File: config.mk
export PLATFORM = sky130hd
export DESIGN_NAME = vram_fetch
export DESIGN_NICKNAME = d
export VERILOG_FILES = /design/src/rtl/vram_fetch.sv
export SDC_FILE = /design/constraint.sdc
export NUM_CORES = 1
export LEC_CHECK = 0
export ABC_AREA = 1
export CORE_MARGIN = 2
export CORE_UTILIZATION = 55
export CTS_CLUSTER_DIAMETER = 200
export DETAILED_ROUTE_END_ITERATION = 8
export DONT_BUFFER_PORTS = 1
export GPL_TIMING_DRIVEN = 0
export PLACE_DENSITY = 0.7
export SLEW_MARGIN = 40
export SYNTH_ARGS = -nofsm -noshare
export SYNTH_HDL_FRONTEND = slang
export SYNTH_SLANG_ARGS = --single-unit
export TNS_END_PERCENT = 30
File: constraint.sdc
create_clock -name clk -period 4.8 [get_ports clk]
set_clock_uncertainty 0.1 [all_clocks]
set_input_delay 0.96 -clock clk [delete_from_list [all_inputs] [get_ports clk]]
set_output_delay 0.96 -clock clk [all_outputs]
set_load 0.05 [all_outputs]
File: src/rtl/vram_fetch.sv
`default_nettype none
// ============================================================================
//  Module      : vram_fetch
//  Description : Slot-synchronised video line fetcher. It requests 16-bit
//                words from the SDRAM controller on free slots, buffers them
//                in a small word FIFO and hands them out one byte at a time,
//                low byte first.
//  Revision    : 1.0  initial release
// ============================================================================
module vram_fetch #(
    parameter int FIFO_DEPTH = 4,
    parameter int LEN_W      = 8
) (
    input  logic             clk,
    input  logic             reset,
    input  logic             slot_start,
    input  logic             cpu_slot,
    input  logic             line_start,
    input  logic [22:0]      base_addr,
    input  logic [LEN_W-1:0] line_words,
    output logic [22:0]      vram_addr,
    input  logic [15:0]      vram_dout,
    input  logic             rd_en,
    output logic [7:0]       rd_data,
    output logic             rd_valid,
    output logic             busy,
    output logic             underflow
);

    localparam int AW = $clog2(FIFO_DEPTH);
    localparam int CW = AW + 1;

    typedef enum logic [1:0] {
        S_IDLE  = 2'd0,
        S_ARM   = 2'd1,
        S_FETCH = 2'd2
    } state_t;

    state_t            r_state;
    state_t            w_next;
    logic [21:0]       r_ptr;
    logic [LEN_W-1:0]  r_remaining;
    logic [15:0]       r_mem [FIFO_DEPTH];
    logic [AW-1:0]     r_wr_ptr;
    logic [AW-1:0]     r_rd_ptr;
    logic [CW-1:0]     r_count;
    logic              r_byte_sel;
    logic              r_underflow;
    logic              w_capture;
    logic              w_pop;
    logic              w_fifo_full;
    logic              w_load;
    logic              w_unused_ok;

    // Byte address bit 0 has no meaning for a word-wide fetch.
    assign w_unused_ok = base_addr[0];

    assign w_fifo_full = (r_count == CW'(FIFO_DEPTH));
    assign w_load      = line_start && (line_words != '0);
    // A pop happens when the high byte of the head word is consumed; a new
    // line wins over any pop in the same cycle.
    assign w_pop       = rd_en && rd_valid && r_byte_sel && !line_start;

    assign vram_addr = {r_ptr, 1'b0};
    assign rd_valid  = (r_count != '0);
    assign rd_data   = r_byte_sel ? r_mem[r_rd_ptr][15:8] : r_mem[r_rd_ptr][7:0];
    assign busy      = (r_state != S_IDLE);
    assign underflow = r_underflow;

    // State register.
    always_ff @(posedge clk) begin
        if (reset) begin
            r_state <= S_IDLE;
        end else begin
            r_state <= w_next;
        end
    end

    // Next-state decode; a line start overrides whatever the slot logic wants.
    always_comb begin
        w_next    = r_state;
        w_capture = 1'b0;
        if (line_start) begin
            w_next = w_load ? S_ARM : S_IDLE;
        end else begin
            unique case (r_state)
                S_IDLE: w_next = S_IDLE;
                S_ARM: begin
                    if (slot_start && !cpu_slot && !w_fifo_full) begin
                        w_next = S_FETCH;
                    end
                end
                S_FETCH: begin
                    if (slot_start) begin
                        w_capture = 1'b1;
                        w_next    = (r_remaining == LEN_W'(1)) ? S_IDLE : S_ARM;
                    end
                end
                default: w_next = S_IDLE;
            endcase
        end
    end

    // Word pointer and remaining-word counter; the pointer wraps naturally.
    always_ff @(posedge clk) begin
        if (reset) begin
            r_ptr       <= '0;
            r_remaining <= '0;
        end else if (w_load) begin
            r_ptr       <= base_addr[22:1];
            r_remaining <= line_words;
        end else if (w_capture) begin
            r_ptr       <= r_ptr + 22'd1;
            r_remaining <= r_remaining - LEN_W'(1);
        end
    end

    // FIFO storage; stale contents are harmless because the pointers gate them.
    always_ff @(posedge clk) begin
        if (w_capture) begin
            r_mem[r_wr_ptr] <= vram_dout;
        end
    end

    // FIFO pointers and occupancy; any line start flushes the FIFO.
    always_ff @(posedge clk) begin
        if (reset || line_start) begin
            r_wr_ptr <= '0;
            r_rd_ptr <= '0;
            r_count  <= '0;
        end else begin
            if (w_capture) begin
                r_wr_ptr <= r_wr_ptr + AW'(1);
            end
            if (w_pop) begin
                r_rd_ptr <= r_rd_ptr + AW'(1);
            end
            unique case ({w_capture, w_pop})
                2'b10:   r_count <= r_count + CW'(1);
                2'b01:   r_count <= r_count - CW'(1);
                default: r_count <= r_count;
            endcase
        end
    end

    // Byte select and sticky underflow flag.
    always_ff @(posedge clk) begin
        if (reset || line_start) begin
            r_byte_sel  <= 1'b0;
            r_underflow <= 1'b0;
        end else if (rd_en) begin
            if (rd_valid) begin
                r_byte_sel <= ~r_byte_sel;
            end else begin
                r_underflow <= 1'b1;
            end
        end
    end

endmodule
`default_nettype wire

==> flow_summary_export.csv, run 1 <==
group,metric,value,unit
power_and_ir_drop,ir_drop,146,uV
routing,vias,4214,
routing,viasPerCell,5.62,
sta,rsz0062_at_grt,"false",
critical_path,worstPathMaxFanout,10,
clocking,clock_tree.buffer_depth,2,
sta,hold_violations,0,
sta,finalCritPeriodShare,69.8,%
clocking,cts_sinks,107,
global_routing,grt_pass1_wl,20.9,mm
global_routing,grt_max_degree,21,
sta,finalCriticalPeriod,3.35,ns
power_and_ir_drop,internal-power,1.28,mW
clocking,cts-root-buf,"clkbuf_8",
sta,worst_slew_pin_slew,0.725,ns
layout,diodes,0,
routing,drc_errors,0,
power_and_ir_drop,p_per_area,312,nW/um^2
clocking,cts_made_buffers,9,
global_routing,antenna_found_initial,0,
routing,first_iter_violations,168,
sta,max_freq,298,MHz
clocking,clk_pin_slew,0.11,ns
synth,yosysUniqueCellTypes,39,
routing,ant_nets,0,
power_and_ir_drop,leakagePower,2.10,nW
synth,synth_area_per_cell,8.64,sq um
min_path,hold_class,"reg -> reg",
synth,synth_edf_count,64,
critical_path,reg2reg_slack,2.18,ns
die,placementRows,35,
flow_run,maxCapViolations,0,
die,die_h,101,microns
synth,synth-seq-cells,107,
synth,synth_nets,667,
power_and_ir_drop,power_switching_share,27.2,%
synth,synth_warnings,0,
clocking,clk-insertion-delay-late,0.37,ns
global_routing,gr-total-overflow,0,
placement,gp_congestion,0.970,
clocking,cts_setup_buffers,0,
sta,slew_viol_final,0,
die,pin_count,87,
clocking,hold_buffers,0,
synth,ys_async_sr_fraction,0,%
sta,maxSlewHeadroom,51.6,%
power_and_ir_drop,power_frac_comb,6.2,%
critical_path,required,3.74,ns
global_routing,grt_pass1_vias,4269,
power_and_ir_drop,p_clk_share,34.0,%
synth,synth_cells,605,
clocking,htree_levels,3,
layout,final_nets,678,
routing,drt_pass1_iterations,6,
placement,portBuffers,0,
layout,area_growth,7.80,%
die,core_area,9240,sq um
routing,drt-total-wl,13.2,mm
die,die_area,10300,sq um
layout,drive_above_1_share,9.34,%
clocking,cts_tree,"yes",
synth,ys.flop_type,"edfxtp_1",
critical_path,cp-end-kind,"primary output",
sta,timing.hold.ws,0.385,ns
synth,synth_area,5230,sq um
power_and_ir_drop,seq_power_share,59.8,%
layout,fillCellCount,806,
routing,wl_per_cell,17.6,microns
synth,ys_seq_area_share,53.2,%
critical_path,critPathKind,"reg -> out",
clocking,cts_resized,0,
die,die_w,101,microns
sta,setup_violations,0,
global_routing,grt.total_usage,26.5,%
die,initial_utilization,56.6,%
sta,setup_tns,0,ns
critical_path,startpoint_type,"register",
critical_path,critPathArrivalTime,2.29,ns
outcome,status,"finished clean",
power_and_ir_drop,p_switching,0.478,mW
placement,post-dp-hpwl,9.15,mm
-- state kept, by name (all words and copies together) (netlist names), named ones only --
signal	cells
r_rd_ptr	2
r_byte_sel	1
underflow	1
r_ptr	22
r_mem	64
r_state	2
r_remaining	8
r_count	3
r_wr_ptr	2
-- power by group through the flow --
| stage | Clock [mW] | Sequential [mW] | Combinational, mW |
|---|---|---|---|
| floorplan | 0 | 1.07 | 0.0853 |
| global placement | 0 | 1.07 | 0.104 |
| detailed placement | 0 | 1.07 | 0.107 |
| CTS | 0.603 | 1.05 | 0.108 |
| global route | 0.638 | 1.06 | 0.122 |
| finish | 0.599 | 1.05 | 0.108 |
-- layout by cell type, fill, tap and decap left out, types with 10 or more instances in the layout --
cell type  instances
a31oi_1           10
nand4_1           13
dfxtp_1           43
a21oi_1           19
inv_1             59
edfxtp_1          64
nand2_1          135
nand3_1           39
o32ai_1           16
nor2_1            90
o21ai_0           29
-- cell families after synthesis --
family | synth area share (%)
AO/OA/AOI/OAI | 10.3
XOR/XNOR | 1.17
adder cells (fa/ha/maj) | 2.30
buffers and inverters | 7.25
flip-flops | 53.2
other | 0.0718
AND/OR/NAND/NOR | 25.7
-- cells in the mapped netlist (4+ instances only) --
| library cell | count | share of area, % |
|---|---|---|
| clkbuf_1 | 9 | 0.65 |
| nand2_1 | 135 | 9.7 |
| nor3_1 | 5 | 0.48 |
| nand3_1 | 39 | 3.7 |
| buf_4 | 5 | 0.72 |
| ha_1 | 8 | 1.9 |
| edfxtp_1 | 64 | 37 |
| a31oi_1 | 10 | 1.2 |
| o32ai_1 | 16 | 2.7 |
| nor2_1 | 94 | 6.8 |
| nor2_4 | 4 | 0.86 |
| buf_6 | 4 | 0.86 |
| nand4_1 | 13 | 1.6 |
| a21oi_1 | 19 | 1.8 |
| buf_2 | 6 | 0.57 |
| nor2_2 | 6 | 0.72 |
| inv_1 | 59 | 4.2 |
| dfxtp_1 | 43 | 16 |
| o21ai_0 | 29 | 2.8 |
| xnor2_1 | 5 | 0.84 |
-- area by class of cell --
class / instances / area [sq um] / share of cell area, %
Buffer: 24 / 146 / 2.60
Clock buffer: 9 / 124 / 2.20
Clock inverter: 7 / 92.6 / 1.64
Inverter: 62 / 233 / 4.13
Multi-Input combinational cell: 412 / 2090 / 37.2
Sequential cell: 107 / 2780 / 49.4
Tap cell: 129 / 161 / 2.86
-- critical path, stage by stage (launching register included) --
cell      delay [ns]
dfxtp_1         0.38
inv_1           0.14
clkbuf_1        0.48
nor2_1          0.09
o32ai_1         0.34
nand2_1         0.10
nand2_1         0.40
-- final timing paths --
path              start         end  cells past startpoint
max reg2reg  r_count[0]  r_count[2]                     13
min          r_count[0]  r_count[0]                      2
max            register  rd_data[5]                      6
min reg2reg  r_count[0]  r_count[0]                      2
-- stage by stage --
| step | setup slack [ns] | instances | instance area, sq um | util, % | power [mW] |
|---|---|---|---|---|---|
| 2_1_floorplan | 2.14 | 605 | 5230 | - | 1.15 |
| 5_1_grt | 1.32 | 750 | 5630 | 61.0 | 1.82 |
| 3_5_place_dp | 1.89 | 734 | 5420 | 58.6 | 1.18 |
| 6_report | 1.45 | 750 | 5630 | 61.0 | 1.76 |
| 4_1_cts | 1.47 | 750 | 5630 | 61.0 | 1.76 |
| 3_3_place_gp | 1.47 | 734 | 5390 | 58.3 | 1.18 |
-- metal layers --
layer	global-route usage (%)	vias to the layer above	routed length (microns)	share of wire, %
met3	6.76	25	986	7.5
met2	48.2	144	6540	50
met4	10.5	0	336	2.5
li1	-	2050	-	-
met1	29.7	1995	5310	40
met5	0	-	0	0
No activity file was read; power rests on OpenSTA's default activity.
==> run 2, diff against run 1 <==
- ABC_AREA: 1 -> 0
- PLACE_DENSITY: 0.7 -> 0.73
- clock period: 4.8 -> 2.95 ns (I/O delays scaled with it)
==> run 2 against run 1 <==
  * Combinational power up 5%
  * Hold slack worse by 0.18 ns
  * Highest routed layer unchanged
  * Sequential power up 64%
  * Via count down 25%
  * Cell count down 33%
  * Routed wire length down 24%
  * Sequential share of layout area up 5.3 points
  * Area after synthesis down 8.9%
==> flow_summary_export.csv, run 2 <==
group,metric,value,unit
clocking,cts_sinks,107,
global_routing,grt_max_degree,21,
sta,fin_ws,0.135,ns
power_and_ir_drop,p_per_area,531,nW/um^2
routing,viasPerCell,6.28,
layout,final_nets,457,
routing,first_iter_violations,170,
placement,gp_congestion,0.933,
critical_path,path_cells,"buf_4, mux4_2, mux2_2",
routing,drt_pass1_iterations,4,
critical_path,required,2.26,ns
die,initial_utilization,57.4,%
critical_path,cp_num_buf_inv,1,
sta,max_freq,355,MHz
global_routing,gr-total-overflow,0,
critical_path,cp_top_family,"multiplexers",
sta,hold_violations,0,
critical_path,startpoint_type,"register",
power_and_ir_drop,leakagePower,1.59,nW
critical_path,critPathArrivalTime,2.13,ns
die,placementRows,33,
sta,setup_violations,0,
clocking,cts-root-buf,"clkbuf_8",
synth,synth_top_area_share,40.3,%
layout,final_common_cell,"edfxtp_1",
layout,largest_reg_flops,64,
global_routing,grt_pass1_wl,16.5,mm
die,pin_count,87,
clocking,clk-insertion-delay-late,0.37,ns
synth,synth_largest_area_cell,"edfxtp_1",
clocking,cts_made_buffers,9,
critical_path,cp-end-kind,"primary output",
layout,largest_register,"r_mem",
sta,finalCriticalPeriod,2.82,ns
sta,finalCritPeriodShare,95.4,%
placement,place_ws,-0.410,ns
synth,synth_common_cells,"64 x edfxtp_1, 43 x dfxtp_1, 37 x nor2_1",
synth,synth_area_per_cell,12.3,sq um
placement,portBuffers,0,
layout,utilization,61.4,%
power_and_ir_drop,ir_drop,305,uV
die,die_area,9420,sq um
placement,post-dp-hpwl,6.93,mm
sta,slew_viol_final,0,
synth,synth_cells,386,
layout,layout_common_cells,"64 x edfxtp_1, 39 x dfxtp_1, 37 x nor2_1, 17 x a21oi_1",
layout,reg_top3,"r_mem: 64 flops, r_ptr: 22 flops, r_remaining: 8 flops",
clocking,cts_setup_buffers,0,
clocking,hold_buffers,0,
flow_run,maxCapViolations,0,
global_routing,grt.total_usage,22.0,%
global_routing,antenna_found_initial,0,
layout,drive_above_1_share,14.5,%
die,die_w,97.1,microns
layout,fin_area,5100,sq um
placement,placed_cell_area,4900,sq um
sta,worst_slew_pin_slew,0.822,ns
outcome,status,"finished clean",
critical_path,worstPathMaxFanout,10,
synth,ys_seq_area_share,58.4,%
routing,ant_nets,0,
critical_path,crit_path_max_incr_delay,0.54,ns
routing,vias,3171,
synth,yosysMostFrequentCell,"edfxtp_1",
synth,synth_area,4760,sq um
layout,fillCellCount,639,
die,die_h,97.1,microns
synth,synth_nets,448,
clocking,clock_tree.buffer_depth,2,
synth,synth_area_leaders,"edfxtp_1 40%, dfxtp_1 18%, mux4_2 7.6%, nor2_1 2.9%, ha_1 2.1%",
synth,yosysUniqueCellTypes,49,
routing,drc_errors,0,
routing,drt-total-wl,9.97,mm
layout,area_growth,7.04,%
die,core_area,8300,sq um
sta,maxSlewHeadroom,44.8,%
synth,ys.flop_type,"edfxtp_1",
synth,synth-seq-cells,107,
layout,diodes,0,
min_path,hold_class,"in -> reg",
synth,ys_async_sr_fraction,0,%
sta,rsz0062_at_grt,"false",
synth,synth_edf_count,64,
clocking,clk_pin_slew,0.11,ns
global_routing,grt_pass1_vias,3211,
critical_path,crit_slowest_cell,"mux4_2",
clocking,cts_tree,"yes",
synth,synth_warnings,0,
clocking,htree_levels,3,
routing,wl_per_cell,19.7,microns
critical_path,critPathKind,"reg -> out",
[run 2: cell types whose count changed in the layout (fill, tap and decap cells not counted), sizes merged, moves of 10 or more]
cell	change
nor2	-67
o32ai	-16
or4	+10
nand2	-122
o21ai	-27
inv	-45
buf	-11
mux4	+16
nand3	-27
[run 2: worst paths after layout]
check | start | endpoint | slack, ns | cells after the start
worst max-delay path | register | rd_data[0] | 0.13 | 3
worst min-delay path | vram_dout[9] | r_mem[1][9] | 0.21 | 0
worst max register to register | r_ptr[2] | r_ptr[17] | 0.15 | 6
worst min register to register | r_remaining[1] | r_remaining[1] | 0.38 | 2
[run 2: layer usage]
| layer | GRT usage [%] | wire length (microns) | share of wire [%] | up-vias |
|---|---|---|---|---|
| met1 | 27.7 | 3950 | 40 | 1543 |
| met5 | 0 | 0 | 0 | - |
| met2 | 37.1 | 5020 | 50 | 120 |
| li1 | - | - | - | 1497 |
| met3 | 5.90 | 849 | 8.5 | 11 |
| met4 | 7.48 | 146 | 1.5 | 0 |
[run 2: where the power goes]
group	total, mW	internal (mW)	leakage (nW)	switching [mW]
Clock	0.872	0.331	0.0998	0.541
Sequential	1.72	1.61	0.930	0.112
Combinational	0.113	0.0451	0.559	0.0683
Total	2.71	1.98	1.59	0.721
[run 2: through the flow]
step           setup TNS, ns  instances  hold WS, ns  power, mW
2_1_floorplan              0        386        0.344       1.83
3_3_place_gp           -2.92        491        0.353       1.86
3_5_place_dp          -0.587        491        0.367       1.87
4_1_cts                    0        506        0.192       2.72
5_1_grt                    0        505        0.186       2.80
6_report                   0        505        0.206       2.71
[run 2: cell type report]
class / instances / area (sq um) / area share, %
Buffer: 20 / 92.6 / 1.82
Clock buffer: 9 / 124 / 2.43
Clock inverter: 7 / 67.6 / 1.33
Inverter: 16 / 60.1 / 1.18
Multi-Input combinational cell: 241 / 1840 / 36.0
Sequential cell: 107 / 2790 / 54.7
Tap cell: 105 / 131 / 2.58
[run 2: cell families after synthesis]
kind of cell | Yosys count | synth area share [%]
AND/OR/NAND/NOR | 119 | 13.1
flip-flops | 107 | 58.4
AO/OA/AOI/OAI | 74 | 10.6
buffers and inverters | 38 | 3.15
multiplexers | 26 | 9.88
XOR/XNOR | 12 | 2.21
adder cells (fa/ha/maj) | 9 | 2.52
other | 1 | 0.0787
[run 2: repair_timing]
action	CTS	global route
gates resized for setup	6	5
setup endpoints to repair	10	11
cloned	0	0
==> run 3, diff against run 2 <==
- BUFFER_PORTS_ARGS: default -> -buffer_cell sky130_fd_sc_hd__buf_2
- CORE_UTILIZATION: 55 -> 50
- DONT_BUFFER_PORTS: 1 -> default
- PLACE_DENSITY: 0.73 -> 0.76
- RECOVER_POWER: default -> 25
==> run 3 against run 2 <==
  * Global-route usage is 1.3 points lower
  * Worst setup slack better by 0.024 ns
  * Combinational power is 120% higher
==> flow_summary_export.csv, run 3 (synthesized netlist as in run 2, its figures left out) <==
group,metric,value,unit
routing,first_iter_violations,213,
sta,hold_violations,0,
die,die_w,102,microns
critical_path,path_cells,"buf_6, mux4_2, mux2_2, buf_2",
routing,viasPerCell,5.66,
sta,timing.hold.ws,0.343,ns
clocking,clock_tree.buffer_depth,2,
routing,routed.top_layer,"met4",
layout,utilization,59.6,%
power_and_ir_drop,leakagePower,1.89,nW
sta,rsz0062_at_grt,"false",
sta,maxSlewHeadroom,53.6,%
clocking,cts_setup_buffers,0,
die,die_h,102,microns
power_and_ir_drop,power.total,2.73,mW
power_and_ir_drop,ir_drop,305,uV
sta,worst_slew_pin_slew,0.695,ns
sta,finalCritPeriodShare,94.6,%
clocking,cts-root-buf,"clkbuf_8",
routing,wl_met1,4.39,mm
routing,drt_pass1_iterations,5,
critical_path,crit_path_max_incr_delay,0.53,ns
placement,place_ws,-0.488,ns
sta,fin_ws,0.159,ns
outcome,status,"finished clean",
layout,largest_register,"r_mem",
clocking,clk-insertion-delay-late,0.37,ns
die,die_area,10300,sq um
critical_path,crit_slowest_cell,"mux4_2",
die,core_area,9240,sq um
critical_path,cp-end-kind,"primary output",
layout,final_common_cell,"buf_2",
layout,diodes,0,
routing,drt-total-wl,10.3,mm
routing,vias,3461,
placement,dpl.cell_count,599,
global_routing,grt.total_usage,20.7,%
die,initial_utilization,51.6,%
layout,fillCellCount,788,
die,placementRows,35,
sta,slew_viol_final,0,
layout,finalNonFillerCells,611,
min_path,hold_class,"in -> reg",
placement,portBuffers,84,
critical_path,required,2.26,ns
routing,wl_met2,5.07,mm
global_routing,antenna_found_initial,0,
clocking,cts_sinks,107,
global_routing,grt_pass1_vias,3398,
placement,post-dp-hpwl,7.24,mm
routing,drc_errors,0,
global_routing,grt_max_degree,19,
critical_path,startpoint_type,"register",
routing,route.met3.wl,605,microns
routing,ant_nets,0,
clocking,cts_made_buffers,9,
layout,reg_top3,"r_mem: 64 flops, r_ptr: 22 flops, r_remaining: 8 flops",
clocking,htree_levels,3,
critical_path,worstPathMaxFanout,10,
global_routing,grt_pass1_wl,16.4,mm
clocking,clk_pin_slew,0.10,ns
sta,setup_violations,0,
sta,finalCriticalPeriod,2.79,ns
flow_run,maxCapViolations,0,
die,pin_count,87,
critical_path,critPathKind,"reg -> out",
critical_path,critPathArrivalTime,2.10,ns
power_and_ir_drop,p_per_area,495,nW/um^2
layout,layout_common_cells,"69 x buf_2, 64 x edfxtp_1, 42 x dfxtp_1, 37 x nor2_1, 29 x clkbuf_1",
layout,final_nets,540,
clocking,hold_buffers,0,
global_routing,gr-total-overflow,0,
layout,area_growth,15.7,%
layout,fin_area,5510,sq um
layout,largest_reg_flops,64,
layout,drive_above_1_share,25.7,%
sta,max_freq,358,MHz
placement,gp_congestion,0.894,
clocking,cts_tree,"yes",
placement,placed_cell_area,5350,sq um
sta,setup_tns,0,ns
routing,wl_per_cell,16.8,microns
run 3: cell count changes in the layout (fill, tap and decap cells not counted), sizes merged:
cell	change
buf	+68
clkbuf	+15
clkinv	-1
clkinvlp	+1
inv	-1
run 3: metal layers:
metal	vias to the layer above	GRT usage, %
met2	108	35.0
met1	1676	26.0
met3	15	5.11
met5	-	0
met4	0	7.48
li1	1662	-
run 3: power by group:
| group | internal [mW] | total, mW | switching (mW) |
|---|---|---|---|
| Clock | 0.315 | 0.832 | 0.517 |
| Sequential | 1.61 | 1.64 | 0.0355 |
| Combinational | 0.0798 | 0.253 | 0.174 |
run 3: final timing paths:
check | start | slack, ns | endpoint | cells past startpoint
min | vram_dout[4] | 0.34 | r_mem[0][4] | 1
max | register | 0.16 | rd_data[6] | 4
max reg2reg | r_ptr[2] | 0.29 | r_ptr[21] | 6
min reg2reg | r_remaining[1] | 0.37 | r_remaining[1] | 2
run 3: cell type report:
| cell class | instances | area, sq um | area share [%] |
|---|---|---|---|
| clock buffers | 9 | 124 | 2.25 |
| well taps | 129 | 161 | 2.93 |
| clock inverters | 6 | 50.0 | 0.908 |
| inverters | 16 | 60.1 | 1.09 |
| multi-input cells | 241 | 1840 | 33.4 |
| plain buffers | 19 | 91.3 | 1.66 |
| repair buffers | 84 | 402 | 7.29 |
| flip-flops and latches | 107 | 2780 | 50.5 |
run 3: repair_timing:
item                                    in CTS  in global routing
cloned                                       0                  0
resized for setup                            4                  3
endpoints found under the setup margin       9                  9
run 3: critical path: cells and delay by family (launching register included):
kind,cells,cell delay [ns]
DFF,1,0.49
muxes,2,0.81
buffers and inverters,2,0.44
